==> src/rtl/cache_pkg.sv <==
`default_nettype none
// ============================================================================
// Module      : cache_pkg
// Description : Shared widths, FSM encoding and tag-entry helpers for the
//               2-way read-only cache refill controller.
// Revision    : 1.0 - initial release
// ============================================================================
package cache_pkg;

    localparam int INDEX_W   = 9;
    localparam int TAG_W     = 17;
    localparam int WORD_W    = 4;
    localparam int ENTRY_W   = 18;
    localparam int VALID_BIT = 17;

    typedef enum logic [2:0] {
        ST_IDLE   = 3'd0,
        ST_LOOKUP = 3'd1,
        ST_REFILL = 3'd2,
        ST_TAG_WR = 3'd3,
        ST_RETRY  = 3'd4,
        ST_INV    = 3'd5
    } state_t;

    // Way A lives in the upper half of the tag word, way B in the lower half.
    function automatic logic [ENTRY_W-1:0] way_a_half(input logic [2*ENTRY_W-1:0] word);
        return word[2*ENTRY_W-1:ENTRY_W];
    endfunction

    function automatic logic [ENTRY_W-1:0] way_b_half(input logic [2*ENTRY_W-1:0] word);
        return word[ENTRY_W-1:0];
    endfunction

    function automatic logic [ENTRY_W-1:0] make_entry(input logic [TAG_W-1:0] tag);
        return {1'b1, tag};
    endfunction

endpackage
`default_nettype wire

==> src/rtl/cache_way_select.sv <==
`default_nettype none
// ============================================================================
// Module      : cache_way_select
// Description : Combinational hit detection and victim choice for one set.
// Revision    : 1.0 - initial release
// ============================================================================
module cache_way_select
    import cache_pkg::*;
(
    input  logic [ENTRY_W-1:0] entry_a,
    input  logic [ENTRY_W-1:0] entry_b,
    input  logic [TAG_W-1:0]   tag,
    input  logic               lru_flag,
    output logic [1:0]         hit,
    output logic [1:0]         victim
);

    logic w_valid_a;
    logic w_valid_b;

    assign w_valid_a = entry_a[VALID_BIT];
    assign w_valid_b = entry_b[VALID_BIT];

    assign hit[1] = w_valid_a && (entry_a[TAG_W-1:0] == tag);
    assign hit[0] = w_valid_b && (entry_b[TAG_W-1:0] == tag);

    // Empty ways are filled before anything is evicted, B first.
    always_comb begin
        victim = 2'b00;
        if (!w_valid_b) begin
            victim = 2'b01;
        end else if (!w_valid_a) begin
            victim = 2'b10;
        end else begin
            victim = lru_flag ? 2'b10 : 2'b01;
        end
    end

endmodule
`default_nettype wire

==> src/rtl/cache_refill_ctrl.sv <==
`default_nettype none
// ============================================================================
// Module      : cache_refill_ctrl
// Description : Hit detection, LRU update, line refill and invalidate control
//               for a 2-way, 512-set read-only cache.
// Revision    : 1.0 - initial release
// ============================================================================
module cache_refill_ctrl
    import cache_pkg::*;
#(
    parameter int LINE_WORDS = 16,
    parameter int ADDR_W     = 32
) (
    input  logic                       clk,
    input  logic                       rst,
    input  logic                       cpu_req,
    input  logic [ADDR_W-1:0]          cpu_addr,
    output logic                       cpu_ack,
    output logic [31:0]                cpu_rdata,
    input  logic                       inv_req,
    input  logic [INDEX_W-1:0]         inv_index,
    output logic                       inv_ack,
    output logic [1:0]                 tag_we,
    output logic [INDEX_W-1:0]         tag_addr,
    output logic [2*ENTRY_W-1:0]       tag_din,
    input  logic [2*ENTRY_W-1:0]       tag_dout,
    output logic                       lru_req,
    output logic [INDEX_W-1:0]         lru_addr,
    output logic [1:0]                 lru_hit,
    input  logic                       lru_flag,
    output logic [1:0]                 data_we,
    output logic [INDEX_W+WORD_W-1:0]  data_addr,
    output logic [31:0]                data_din,
    input  logic [63:0]                data_dout,
    output logic                       mem_req,
    output logic [ADDR_W-1:0]          mem_addr,
    input  logic                       mem_valid,
    input  logic [31:0]                mem_rdata
);

    localparam int c_WORD_LSB  = 2;
    localparam int c_INDEX_LSB = 6;
    localparam int c_TAG_LSB   = 15;

    state_t              r_state;
    state_t              w_next;
    logic [ADDR_W-1:2]   r_addr;
    logic [1:0]          r_victim;
    logic [WORD_W-1:0]   r_beat;

    logic [TAG_W-1:0]    w_tag;
    logic [INDEX_W-1:0]  w_index;
    logic [WORD_W-1:0]   w_word;
    logic [INDEX_W-1:0]  w_cpu_index;
    logic [WORD_W-1:0]   w_cpu_word;
    logic [1:0]          w_hit;
    logic [1:0]          w_victim;
    logic                w_last_beat;
    logic                w_start;
    logic [ENTRY_W-1:0]  w_new_entry;
    logic                w_unused_addr_lsbs;

    assign w_tag       = r_addr[c_TAG_LSB +: TAG_W];
    assign w_index     = r_addr[c_INDEX_LSB +: INDEX_W];
    assign w_word      = r_addr[c_WORD_LSB +: WORD_W];
    assign w_cpu_index = cpu_addr[c_INDEX_LSB +: INDEX_W];
    assign w_cpu_word  = cpu_addr[c_WORD_LSB +: WORD_W];
    assign w_last_beat = (r_beat == WORD_W'(LINE_WORDS - 1));
    assign w_start     = (r_state == ST_IDLE) && !inv_req && cpu_req;
    assign w_new_entry = make_entry(w_tag);

    assign w_unused_addr_lsbs = ^cpu_addr[1:0];

    cache_way_select u_way_select (
        .entry_a  (way_a_half(tag_dout)),
        .entry_b  (way_b_half(tag_dout)),
        .tag      (w_tag),
        .lru_flag (lru_flag),
        .hit      (w_hit),
        .victim   (w_victim)
    );

    always_ff @(posedge clk or posedge rst) begin
        if (rst) begin
            r_state  <= ST_IDLE;
            r_addr   <= '0;
            r_victim <= '0;
            r_beat   <= '0;
        end else begin
            r_state <= w_next;
            if (w_start) begin
                r_addr <= cpu_addr[ADDR_W-1:2];
            end
            if ((r_state == ST_LOOKUP) && (w_hit == 2'b00)) begin
                r_victim <= w_victim;
            end
            if ((r_state == ST_REFILL) && mem_valid) begin
                r_beat <= w_last_beat ? '0 : r_beat + 1'b1;
            end
        end
    end

    always_comb begin
        w_next    = r_state;
        cpu_ack   = 1'b0;
        cpu_rdata = '0;
        inv_ack   = 1'b0;
        tag_we    = 2'b00;
        tag_addr  = '0;
        tag_din   = '0;
        lru_req   = 1'b0;
        lru_addr  = '0;
        lru_hit   = 2'b00;
        data_we   = 2'b00;
        data_addr = '0;
        data_din  = '0;
        mem_req   = 1'b0;
        mem_addr  = '0;

        case (r_state)
            ST_IDLE: begin
                if (inv_req) begin
                    w_next = ST_INV;
                end else if (cpu_req) begin
                    tag_addr  = w_cpu_index;
                    data_addr = {w_cpu_index, w_cpu_word};
                    w_next    = ST_LOOKUP;
                end
            end
            ST_LOOKUP: begin
                lru_addr = w_index;
                if (w_hit != 2'b00) begin
                    cpu_ack   = 1'b1;
                    cpu_rdata = w_hit[1] ? data_dout[63:32] : data_dout[31:0];
                    // A double hit means corrupt tags; leave the LRU alone.
                    lru_req   = (w_hit != 2'b11);
                    lru_hit   = w_hit;
                    w_next    = ST_IDLE;
                end else begin
                    w_next = ST_REFILL;
                end
            end
            ST_REFILL: begin
                mem_req   = 1'b1;
                mem_addr  = {r_addr[ADDR_W-1:c_INDEX_LSB], 6'b0};
                data_addr = {w_index, r_beat};
                if (mem_valid) begin
                    data_we  = r_victim;
                    data_din = mem_rdata;
                    if (w_last_beat) begin
                        w_next = ST_TAG_WR;
                    end
                end
            end
            ST_TAG_WR: begin
                tag_we   = r_victim;
                tag_addr = w_index;
                tag_din  = {r_victim[1] ? w_new_entry : '0,
                            r_victim[0] ? w_new_entry : '0};
                lru_req  = 1'b1;
                lru_addr = w_index;
                lru_hit  = r_victim;
                w_next   = ST_RETRY;
            end
            ST_RETRY: begin
                tag_addr  = w_index;
                data_addr = {w_index, w_word};
                w_next    = ST_LOOKUP;
            end
            ST_INV: begin
                tag_we   = 2'b11;
                tag_addr = inv_index;
                inv_ack  = 1'b1;
                w_next   = ST_IDLE;
            end
            default: begin
                w_next = ST_IDLE;
            end
        endcase
    end

endmodule
`default_nettype wire
==> config.mk <==
export PLATFORM = sky130hd
export DESIGN_NAME = cache_refill_ctrl
export DESIGN_NICKNAME = d
export VERILOG_FILES = /design/src/rtl/cache_pkg.sv /design/src/rtl/cache_way_select.sv /design/src/rtl/cache_refill_ctrl.sv
export SDC_FILE = /design/constraint.sdc
export NUM_CORES = 1
export LEC_CHECK = 0
export ABC_CLOCK_PERIOD_IN_PS = 3900
export CORE_AREA = 2 2 135 137
export DETAILED_ROUTE_END_ITERATION = 8
export DIE_AREA = 0 0 137 139
export HOLD_SLACK_MARGIN = 0.02
export REMOVE_ABC_BUFFERS = 1
export SLEW_MARGIN = 10
export SYNTH_ARGS = -nofsm -noshare
export SYNTH_HDL_FRONTEND = slang
export SYNTH_SLANG_ARGS = --single-unit
==> constraint.sdc <==
create_clock -name clk -period 3.9 [get_ports clk]
set_clock_uncertainty 0.1 [all_clocks]
set_input_delay 0.78 -clock clk [delete_from_list [all_inputs] [get_ports clk]]
set_output_delay 0.78 -clock clk [all_outputs]
set_load 0.05 [all_outputs]
## Word level (Yosys, flattened, before mapping)

Cells that the tools add are included.
W data, S select, Z words.

- $mul: 0
- Reduce and logical (&&, ||, !) cells: 13
- Div/mod/pow operators: 0
- Eq/ne operators: 12
- Bitwise gates (word level): 0
- Mux-type cells: 37
- Add/subtract/negate cells: 1
- Shift-type cells: 0
- $lt $le $gt $ge: 0

Operator list:

| kind | number |
|---|---|
| $mux W32 | 6 |
| $pmux W13 S3 | 1 |
| $mux W18 | 2 |
| $mux W36 | 1 |
| $eq A17 B17 Y1 | 2 |
| $mux W9 | 3 |
| $pmux W9 S3 | 1 |
| $mux W13 | 2 |
| $pmux W3 S5 | 1 |
| $mux W2 | 7 |
| $mux W3 | 4 |
| $pmux W2 S2 | 2 |
| $eq A3 B2 Y1 const B | 2 |
| $eq A3 B3 Y1 const B | 2 |
| $logic_and A1 B1 Y1 | 6 |
| $ne A2 B2 Y1 const B | 3 |
| $mux W1 | 5 |
| $add A4 B1 Y4 const B | 1 |
| $eq A4 B4 Y1 const B | 1 |
| $mux W4 | 1 |
| $reduce_or A2 Y1 | 2 |
| $eq A3 B1 Y1 const B | 1 |
| $logic_not A3 Y1 | 1 |
| $ne A3 B3 Y1 const B | 1 |
| other kinds (5) | 5 |

- Output and inout port bits: 173
- Memories kept: 0
- Memory bits (read-only): 0
- Memory bits (writable): 0
- Word-level logic and storage cells: 67
- Bits in registers: 39
- Bits of input ports: 179
- Bits in latches: 0

## Logic depth before layout (Yosys ltp)

Gate-level depths: netlist of run 1.

- Depth in word-level cells: 5
- Gate-level depth with buffers: 10
- Depth with buffers taken out: 8

## Cells and area by module

From an unflattened synthesis of run 1, not the netlist that was laid out.

- Cells, all modules: 429
- Area, all modules: 3697.3 sq um

By module, submodules not included:

| module | cells each | instances | area each (sq um) | sequential area each (sq um) |
|---|---|---|---|---|
| cache_refill_ctrl | 380 | 1 | 3308.2 | 975.9 |
| cache_way_select | 49 | 1 | 389.1 | 0.0 |

## Least setup slack after synthesis of run 1

No wires, ideal clock.

- Path kind: input port to output port
- Start point: input port tag_dout[22]
- End point: output port cpu_rdata[23]
- Stages on the path: 10
- Data required time: 3020 ps
- Setup slack: -177 ps
- Arrival: 3197 ps
- Path buffers: 2
- Cells stage by stage: xnor2_1 > nand4_1 > nor3_1 > nand4_1 > ha_1 > nor3_2 > buf_2 > buf_2 > nand2_1 > mux2i_1

- Longest elaborated chain between the ends: 5
- Elaborated cells on any way between the ends: 6
- Those cells by class: 1 x eq/ne; 3 x mux; 2 x reduce/logical

Ends and longest elaborated chain:

| what | RTL line | text |
|---|---|---|
| start: declaration | cache_refill_ctrl.sv:26 | `input logic [2*ENTRY_W-1:0] tag_dout,` |
| $eq A17 B17 Y1 * | cache_way_select.sv:24 | `assign hit[1] = w_valid_a && (entry_a[TAG_W-1:0] == tag);` |
| $logic_and A1 B1 Y1 * | cache_way_select.sv:24 |  |
| $mux W32 / $reduce_bool A2 Y1 (equally long branches) | cache_refill_ctrl.sv:134, cache_refill_ctrl.sv:132 |  |
| $mux W32 * | cache_refill_ctrl.sv:132 | `if (w_hit != 2'b00) begin` |
| $mux W32 * | cache_refill_ctrl.sv:120 | `case (r_state)` |
| end: declaration | cache_refill_ctrl.sv:19 | `output logic [31:0] cpu_rdata,` |

Mark *: on every way between the ends. The rest lies on a longest branch, timed or not.

## Worst setup path in the final report of run 1

- Start point: input port tag_dout[32]
- End point: output port cpu_rdata[5]

Same word-level chain as after synthesis.

==> impl_metrics.json, run 1 <==
{
  "critical_path_buf_inv_count": 4,
  "multi_input_comb_area_um2": 2810,
  "min_to": "r_addr[2]",
  "finalCritPeriodShare_pct": 98.7,
  "seqCellArea_um2": 976,
  "grt.total_usage_pct": 19.0,
  "grt_max_degree": 48,
  "wire_per_inst_um": 17.3,
  "gp_congestion": 0.873,
  "path_delay_family": "buffers and inverters",
  "drt_iter0_markers": 192,
  "worst_path_max_delay_cell": "clkdlybuf4s50_1",
  "hold_depth": 2,
  "antenna_left": 0,
  "htree_num_levels": 2,
  "worstRegToRegCells": 10,
  "worst-endpoint-required_ns": 3.02,
  "grt_pass1_wl_mm": 28.3,
  "crit_top_cell": "buf_12",
  "ys_seq_area_share_pct": 26.0,
  "vias_per_cell": 4.45,
  "dieArea_um2": 19000,
  "num_vias": 4970,
  "antenna_found_initial": 2,
  "ctsHoldBuffers": 0,
  "dp_hpwl_mm": 14.1,
  "dp_worst_setup_slack_ns": -0.300,
  "wl_mm": 19.3,
  "clock_path_buffers": 2,
  "synthArstFlopShare_pct": 100,
  "core_um2": 17700,
  "drive_above_1_share_pct": 30.2,
  "setup_viol": 0,
  "die_w_um": 137,
  "dr.pass1.iters": 4,
  "max_freq_ghz": 0.260,
  "synth_commonest_cells": "nand2_1, and2_1, dfrtp_1",
  "yosysUniqueCellTypes": 45,
  "status": "completed",
  "yosys-top-cells-area": "dfrtp_1, nand2_1, and2_1",
  "path_class": "primary input to output port",
  "fin_crit_ns": 3.85,
  "rsz0062_at_grt": "true",
  "relSlewSlack_pct": 41.1,
  "min-delay-start": "r_addr[2]",
  "portBuffers": 343,
  "syn_inst": 522,
  "synth_top_cell_area_share_pct": 26.0,
  "ys_seq_elements": 39,
  "synth.most_common_cell": "nand2_1",
  "placed_area_um2": 8730,
  "path_max_fanout": 32,
  "tns_ns": 0,
  "area_growth_pct": 151,
  "cap_viol_max_count": 0,
  "synth_ff_type": "dfrtp_1",
  "ios": 352,
  "synth_area_um2": 3750,
  "irDropWorstVdd_mv": 0.360,
  "nets": 1067,
  "crit-reg2reg-capture": "r_victim[0]",
  "slowest_delay_ns": 0.52,
  "cts_sinks": 39,
  "avgSynthCellArea_um2": 7.19,
  "rows": 49,
  "cts-root-buf": "clkbuf_16",
  "first_global_vias": 4932,
  "reg2reg_slack_ns": 1.62,
  "rr_startpoint": "r_addr[25]",
  "leakagePower_nw": 4.11,
  "drc": 0,
  "num-fill-cells": 1629,
  "crit_path_cell_trace": "clkdlybuf4s50_1 -> xnor2_2 -> nand4_1 -> nor3_1 -> and4b_2 -> buf_12 -> mux2i_1 -> buf_4 -> buf_12",
  "startpoint_type": "primary input",
  "tightest_slew_ns": 0.882,
  "start_util_pct": 21.3,
  "die_y_um": 139,
  "worstSkewPairLatency_ns": 0.29,
  "setup_ws_ns": 0.0488,
  "hold_class": "flip-flop to flip-flop",
  "postLayoutCellArea_um2": 9440,
  "crit_path_end_kind": "output port",
  "grt_overflow_total": 0,
  "yosysWarningCount": 0,
  "synth.largest_area_cell": "dfrtp_1",
  "whs_ns": 0.373,
  "finalHoldViolCount": 0,
  "power_density_nw_per_um2": 492,
  "report.final.slew_viol_count": 0,
  "synth-edff-count": 0,
  "cts_tree": "built",
  "clk_pin_slew_worst_paths_ns": 0.06,
  "cp.arrival_ns": 2.97,
  "numCtsBuffers": 5
}
-- sequential cells by signal, indices dropped and copies added (netlist names) --
signal	count
r_beat	4
r_victim	2
r_addr	30
r_state	3
-- power breakdown --
| group | internal [W] | switching, W | leakage [nW] |
|---|---|---|---|
| clock network | 0.000237 | 0.000164 | 0.0679 |
| registers | 0.000589 | 0.000329 | 0.488 |
| logic | 0.00151 | 0.00182 | 3.55 |
-- area by class of cell --
type	instances	share of cell area, %
timing repair buffer	397	55.1
multi-input combinational	436	29.7
sequential	39	10.3
tap	229	3.04
clock buffer	7	1.41
inverter	7	0.278
clock inverter	1	0.0530
antenna	2	0.0530
-- cells by family after synthesis --
kind of cell / after synthesis / share of synthesized area, %
simple gates: 334 / 43.0
xor+xnor: 35 / 8.36
buf+inv: 52 / 7.60
other cells: 1 / 0.0999
flops: 39 / 26.0
mux: 33 / 8.83
compound gates: 26 / 5.50
fa+ha+maj: 2 / 0.666
-- worst reg2reg max path, stage by stage, from the launching register on --
cell	delay [ns]
dfrtp_1	0.48
xnor2_2	0.20
nand4_1	0.13
nor3_2	0.23
nand4_1	0.16
ha_2	0.25
buf_4	0.14
buf_4	0.12
nor3b_1	0.14
nand3_1	0.14
o21a_1	0.12
-- cell usage in the layout, fill, tap and decap left out, types with 3 or more instances in the layout --
master / count
inv_1: 5
xnor2_2: 13
dfrtp_1: 39
clkdlybuf4s50_1: 181
a32oi_1: 4
mux2i_2: 16
a222oi_1: 5
nand3_1: 4
nor2_1: 7
a22oi_1: 4
mux2i_1: 14
and3_1: 37
nand4_1: 12
clkbuf_2: 15
buf_12: 131
conb_1: 6
clkbuf_16: 8
xor2_2: 4
and2_2: 3
xnor2_1: 14
xor2_1: 4
buf_16: 4
nand2b_1: 3
and2_1: 66
dlygate4sd2_1: 9
buf_4: 46
nand2_2: 9
nand2_1: 177
clkdlybuf4s15_1: 7
-- through the flow --
step	utilization (%)	power [W]	cells
after global routing	53.4	0.00491	1117
after global placement	49.4	0.00406	1078
after floorplan	-	0.00250	482
final	53.5	0.00464	1118
after CTS	52.2	0.00458	1103
after detailed placement	49.4	0.00408	1078
-- repair_timing --
item	in CTS	in global routing
endpoints found under the setup margin	34	34
endpoints found under the hold margin	0	0
cloned	4	3
resized for setup	63	67
buffers inserted	13	11
pin swaps	18	21
-- layer usage --
layer / part of all wire, % / global-route usage [%] / vias up / wire length (µm)
met2: 51 / 33.9 / 211 / 9800
met5: 0 / 0 / - / 0
met1: 38 / 22.0 / 2304 / 7290
met3: 8.9 / 5.63 / 33 / 1710
met4: 2.6 / 4.83 / 0 / 499
li1: - / - / 2422 / -
-- worst max path at each step --
| stage | to | startpoint | cells after the start |
|---|---|---|---|
| after global routing | cpu_rdata[5] | tag_dout[32] | 9 |
| after detailed placement | cpu_rdata[6] | tag_dout[22] | 11 |
| after CTS | cpu_rdata[9] | tag_dout[8] | 12 |
| final | cpu_rdata[5] | tag_dout[32] | 9 |
| after floorplan | cpu_rdata[0] | tag_dout[22] | 8 |
| after global placement | cpu_rdata[19] | tag_dout[22] | 11 |
(Power assumes the default switching activity.)
==> run 2, diff against run 1 <==
- CORE_AREA: 2 2 135 137 -> 2 2 139 141
- DIE_AREA: 0 0 137 139 -> 0 0 141 143
- DONT_BUFFER_PORTS: not set -> 1
==> impl_metrics.json, run 2 (same netlist as run 1, synthesis figures left out) <==
{
  "biggestRegsByFlops": "r_addr (30), r_beat (4), r_state (3)",
  "path_class": "flip-flop to output port",
  "drive_above_1_share_pct": 21.3,
  "rows": 50,
  "dp_worst_setup_slack_ns": 0.193,
  "grt_pass1_wl_mm": 19.9,
  "area_growth_pct": 38.7,
  "dieArea_um2": 20200,
  "grt_max_degree": 71,
  "clk_pin_slew_worst_paths_ns": 0.06,
  "irDropWorstVdd_mv": 0.412,
  "power_density_nw_per_um2": 697,
  "relSlewSlack_pct": 39.8,
  "fin_crit_ns": 3.64,
  "portBuffers": 0,
  "dp_hpwl_mm": 11.7,
  "critical_path_buf_inv_count": 3,
  "largest_reg_flops": 30,
  "min_to": "r_addr[5]",
  "hold_class": "flip-flop to flip-flop",
  "worstRegToRegCells": 8,
  "final_common_cell": "nand2_1",
  "path_delay_family": "simple AND/OR/NAND/NOR gates",
  "crit_path_cell_trace": "xnor2_1 -> nand4_1 -> nor3_1 -> nand4_1 -> ha_2 -> nor3_4 -> buf_4 -> clkbuf_16 -> nand2_1 -> mux2i_1 -> buf_4",
  "grt_overflow_total": 0,
  "core_um2": 18600,
  "path_max_fanout": 18,
  "final_cell_mix": "nand2_1, and2_1, buf_4",
  "reg2reg_slack_ns": 1.87,
  "cp-startpoint": "r_addr[23]",
  "gp_congestion": 0.804,
  "wl_mm": 15.2,
  "setup_ws_ns": 0.257,
  "htree_num_levels": 2,
  "vias_per_cell": 4.67,
  "start_util_pct": 20.2,
  "drt_iter0_markers": 195,
  "cap_viol_max_count": 0,
  "startpoint_type": "flip-flop",
  "cts-root-buf": "clkbuf_16",
  "antenna_left": 0,
  "drc": 0,
  "status": "completed",
  "min-delay-start": "r_addr[5]",
  "rsz0062_at_grt": "false",
  "worst-endpoint-required_ns": 3.02,
  "tns_ns": 0,
  "wire_per_inst_um": 18.6,
  "first_global_vias": 3261,
  "clock_path_buffers": 2,
  "report.final.slew_viol_count": 0,
  "worstSkewPairLatency_ns": 0.28,
  "num_vias": 3824,
  "slowest_delay_ns": 0.47,
  "setup_viol": 0,
  "die_y_um": 143,
  "die_w_um": 141,
  "rr_startpoint": "r_addr[23]",
  "cts_sinks": 39,
  "crit-reg2reg-capture": "r_victim[0]",
  "crit_path_end_kind": "output port",
  "ios": 352,
  "cts_tree": "built",
  "tightest_slew_ns": 0.902,
  "finalHoldViolCount": 0,
  "grt.total_usage_pct": 13.0,
  "numCtsBuffers": 5,
  "max_freq_ghz": 0.275,
  "dr.pass1.iters": 5,
  "cp.arrival_ns": 2.76,
  "hold_depth": 2,
  "leakagePower_nw": 2.40,
  "finalCritPeriodShare_pct": 93.4,
  "top_register": "r_addr",
  "antenna_found_initial": 1,
  "nets": 763,
  "worst_path_max_delay_cell": "dfrtp_1"
}
run 2: cell count changes in the layout (fill, tap and decap cells not counted), moves of 10 or more:
| cell | before | now |
|---|---|---|
| nand2_1 | 177 | 188 |
| clkbuf_2 | 15 | 0 |
| mux2i_1 | 14 | 32 |
| buf_12 | 131 | 35 |
| clkdlybuf4s50_1 | 181 | 0 |
| buf_4 | 46 | 56 |
| mux2i_2 | 16 | 0 |
run 2: how the worst max path moves through the flow:
stage               slack, ns            to  depth (start not counted)
floorplan               -2.02  cpu_rdata[0]                          8
global placement         0.21  cpu_rdata[8]                         10
detailed placement       0.19  cpu_rdata[8]                         10
CTS                      0.06  cpu_rdata[8]                         10
global route            0.008  cpu_rdata[8]                         11
finish                   0.26  cpu_rdata[8]                         11
run 2: timing repair:
action | in CTS | in global routing
setup endpoints to repair | 0 | 34
gates resized for setup | 0 | 13
buffers inserted | 0 | 2
hold buffers | 0 | 0
run 2: area by class of cell:
class                           instances  area, µm²
Antenna cell                            1       2.50
Clock buffer                            6        139
Clock inverter                          2       35.0
Fill cell                            2008      13400
Inverter                                7       26.3
Multi-Input combinational cell        436       2570
Sequential cell                        39        980
Tap cell                              234        293
Timing Repair Buffer                   93       1160
run 2: metrics by stage:
step	instances	cell area [µm²]	hold slack (ns)	total power, W	utilization [%]
global route	817	5200	0.397	0.00384	28.0
floorplan	482	3510	0.346	0.00250	-
detailed placement	805	4930	0.365	0.00312	26.5
CTS	813	5100	0.379	0.00363	27.5
global placement	805	4930	0.362	0.00310	26.5
finish	818	5210	0.376	0.00363	28.0
run 2: routing by layer:
layer  up-vias  track usage, %  share of wire [%]
met3        12            3.25                7.6
met2       205            23.2                 50
met1      1798            16.1                 41
met4         0            2.42               0.93
met5         -               0                  0
li1       1809               -                  -
run 2: report_power, final:
part | switching [W] | internal, W | total (W)
Combinational | 0.00160 | 0.000614 | 0.00221
Sequential | 0.000333 | 0.000592 | 0.000925
Clock | 0.000175 | 0.000319 | 0.000493
Total | 0.00210 | 0.00152 | 0.00363
run 2: worst register-to-register path, delay by kind of cell (launching register included):
family / cells / cell delay (ns)
xor gates and xnor gates: 1 / 0.23
and+or+nand+nor: 5 / 0.79
AOI/OAI and AO/OA: 1 / 0.12
DFF: 1 / 0.47
adders and majority gates: 1 / 0.26
==> run 3, diff against run 2 <==
- CORE_AREA: 2 2 139 141 -> 4 4 133 135
- DIE_AREA: 0 0 141 143 -> 0 0 137 139
==> impl_metrics.json, run 3 (same netlist as run 1, synthesis figures left out) <==
{
  "status": "completed",
  "dp_hpwl_mm": 11.9,
  "n_antenna_cell": 0,
  "tightest_slew_ns": 0.867,
  "largest_reg_flops": 30,
  "finalHoldViolCount": 0,
  "irDropWorstVdd_mv": 0.483,
  "report.final.slew_viol_count": 0,
  "setup_viol": 0,
  "numCtsBuffers": 5,
  "num_vias": 3780,
  "path_max_fanout": 33,
  "dp_worst_setup_slack_ns": 0.132,
  "final_util_pct": 28.7,
  "grt_max_degree": 67,
  "crit_path_end_kind": "output port",
  "worst-endpoint-required_ns": 3.02,
  "cap_viol_max_count": 0,
  "rsz0062_at_grt": "false",
  "core_um2": 16500,
  "leakagePower_nw": 2.27,
  "num-fill-cells": 1792,
  "setup_ws_ns": 0.149,
  "clk_pin_slew_worst_paths_ns": 0.06,
  "gp_congestion": 0.854,
  "vias_per_cell": 4.74,
  "finalCritPeriodShare_pct": 96.2,
  "clock_path_buffers": 2,
  "hold_class": "flip-flop to flip-flop",
  "relSlewSlack_pct": 42.1,
  "portBuffers": 0,
  "die_w_um": 137,
  "seqCellArea_um2": 976,
  "power_density_nw_per_um2": 731,
  "first_global_vias": 3449,
  "multi_input_comb_area_um2": 2550,
  "biggestRegsByFlops": "r_addr (30), r_beat (4), r_state (3)",
  "wire_per_inst_um": 19.1,
  "cts_tree": "built",
  "die_y_um": 139,
  "antenna_found_initial": 1,
  "htree_num_levels": 2,
  "path_class": "flip-flop to output port",
  "startpoint_type": "flip-flop",
  "final_common_cell": "nand2_1",
  "cts_sinks": 39,
  "grt.total_usage_pct": 14.1,
  "start_util_pct": 22.8,
  "antenna_left": 0,
  "drc": 0,
  "drive_above_1_share_pct": 19.6,
  "top_register": "r_addr",
  "cts-root-buf": "clkbuf_16",
  "ios": 352,
  "dr.pass1.iters": 6,
  "cp.arrival_ns": 2.87,
  "worstSkewPairLatency_ns": 0.28,
  "fin_crit_ns": 3.75,
  "grt_pass1_wl_mm": 20.7,
  "grt_overflow_total": 0,
  "nets": 759,
  "wl_mm": 15.3,
  "ctsHoldBuffers": 0,
  "drt_iter0_markers": 166,
  "rows": 47,
  "max_freq_ghz": 0.267,
  "area_growth_pct": 25.8,
  "dieArea_um2": 19000,
  "final_cell_mix": "nand2_1, buf_4, and2_1"
}
run 3: metal layers:
metal | GRT usage, % | part of all wire [%] | wire [µm]
met1 | 16.2 | 38 | 5760
met2 | 25.7 | 52 | 8010
met3 | 3.19 | 7.5 | 1150
met4 | 3.99 | 2.2 | 340
met5 | 0 | 0.085 | 13
run 3: critical path: stages (launching register included):
cell and delay (ns):
dfrtp_1 0.49, xnor2_1 0.24, nand4_1 0.14, nor3_2 0.27
nand4_1 0.16, ha_1 0.27, nor3_4 0.19, buf_4 0.19
clkbuf_16 0.21, nand2_1 0.07, mux2i_1 0.14, buf_4 0.22
run 3: metrics by stage:
stage / setup TNS (ns) / power, W / hold slack (ns) / instance area (µm²) / instances
finish: 0 / 0.00345 / 0.375 / 4720 / 798
global route: 0 / 0.00367 / 0.389 / 4720 / 798
global placement: 0 / 0.00297 / 0.360 / 4480 / 788
CTS: 0 / 0.00347 / 0.380 / 4640 / 795
floorplan: -78.43 / 0.00250 / 0.346 / 3510 / 482
detailed placement: 0 / 0.00298 / 0.364 / 4480 / 788
run 3: final timing paths:
kind | from | endpoint | slack, ns | depth (start not counted)
max in group asynchronous | rst | r_addr[7] | 2.69 | 1
worst min register to register | r_addr[5] | r_addr[5] | 0.37 | 2
worst min-delay path | r_addr[5] | r_addr[5] | 0.37 | 2
worst max register to register | r_addr[17] | r_victim[0] | 1.73 | 8
min in group asynchronous | rst | r_addr[24] | 0.46 | 1
worst max-delay path | r_addr[17] | cpu_rdata[24] | 0.15 | 11
run 3: cell type report:
type                       count  share of cell area (%)
multi-input combinational    436                    54.1
sequential                    39                    20.7
timing repair buffer          89                    15.4
tap                          220                    5.83
clock buffer                   5                    2.65
clock inverter                 2                   0.795
inverter                       7                   0.556
run 3: power breakdown:
group | switching (W) | total [W] | internal (W)
Combinational | 0.00157 | 0.00207 | 0.000502
Clock | 0.000172 | 0.000470 | 0.000298
Sequential | 0.000326 | 0.000914 | 0.000589
Total | 0.00206 | 0.00345 | 0.00139
run 3: what timing repair did:
item | in CTS | in global routing
hold endpoints to repair | 0 | 0
endpoints found under the setup margin | 0 | 31
setup buffers | 0 | 1
gates resized for setup | 0 | 4
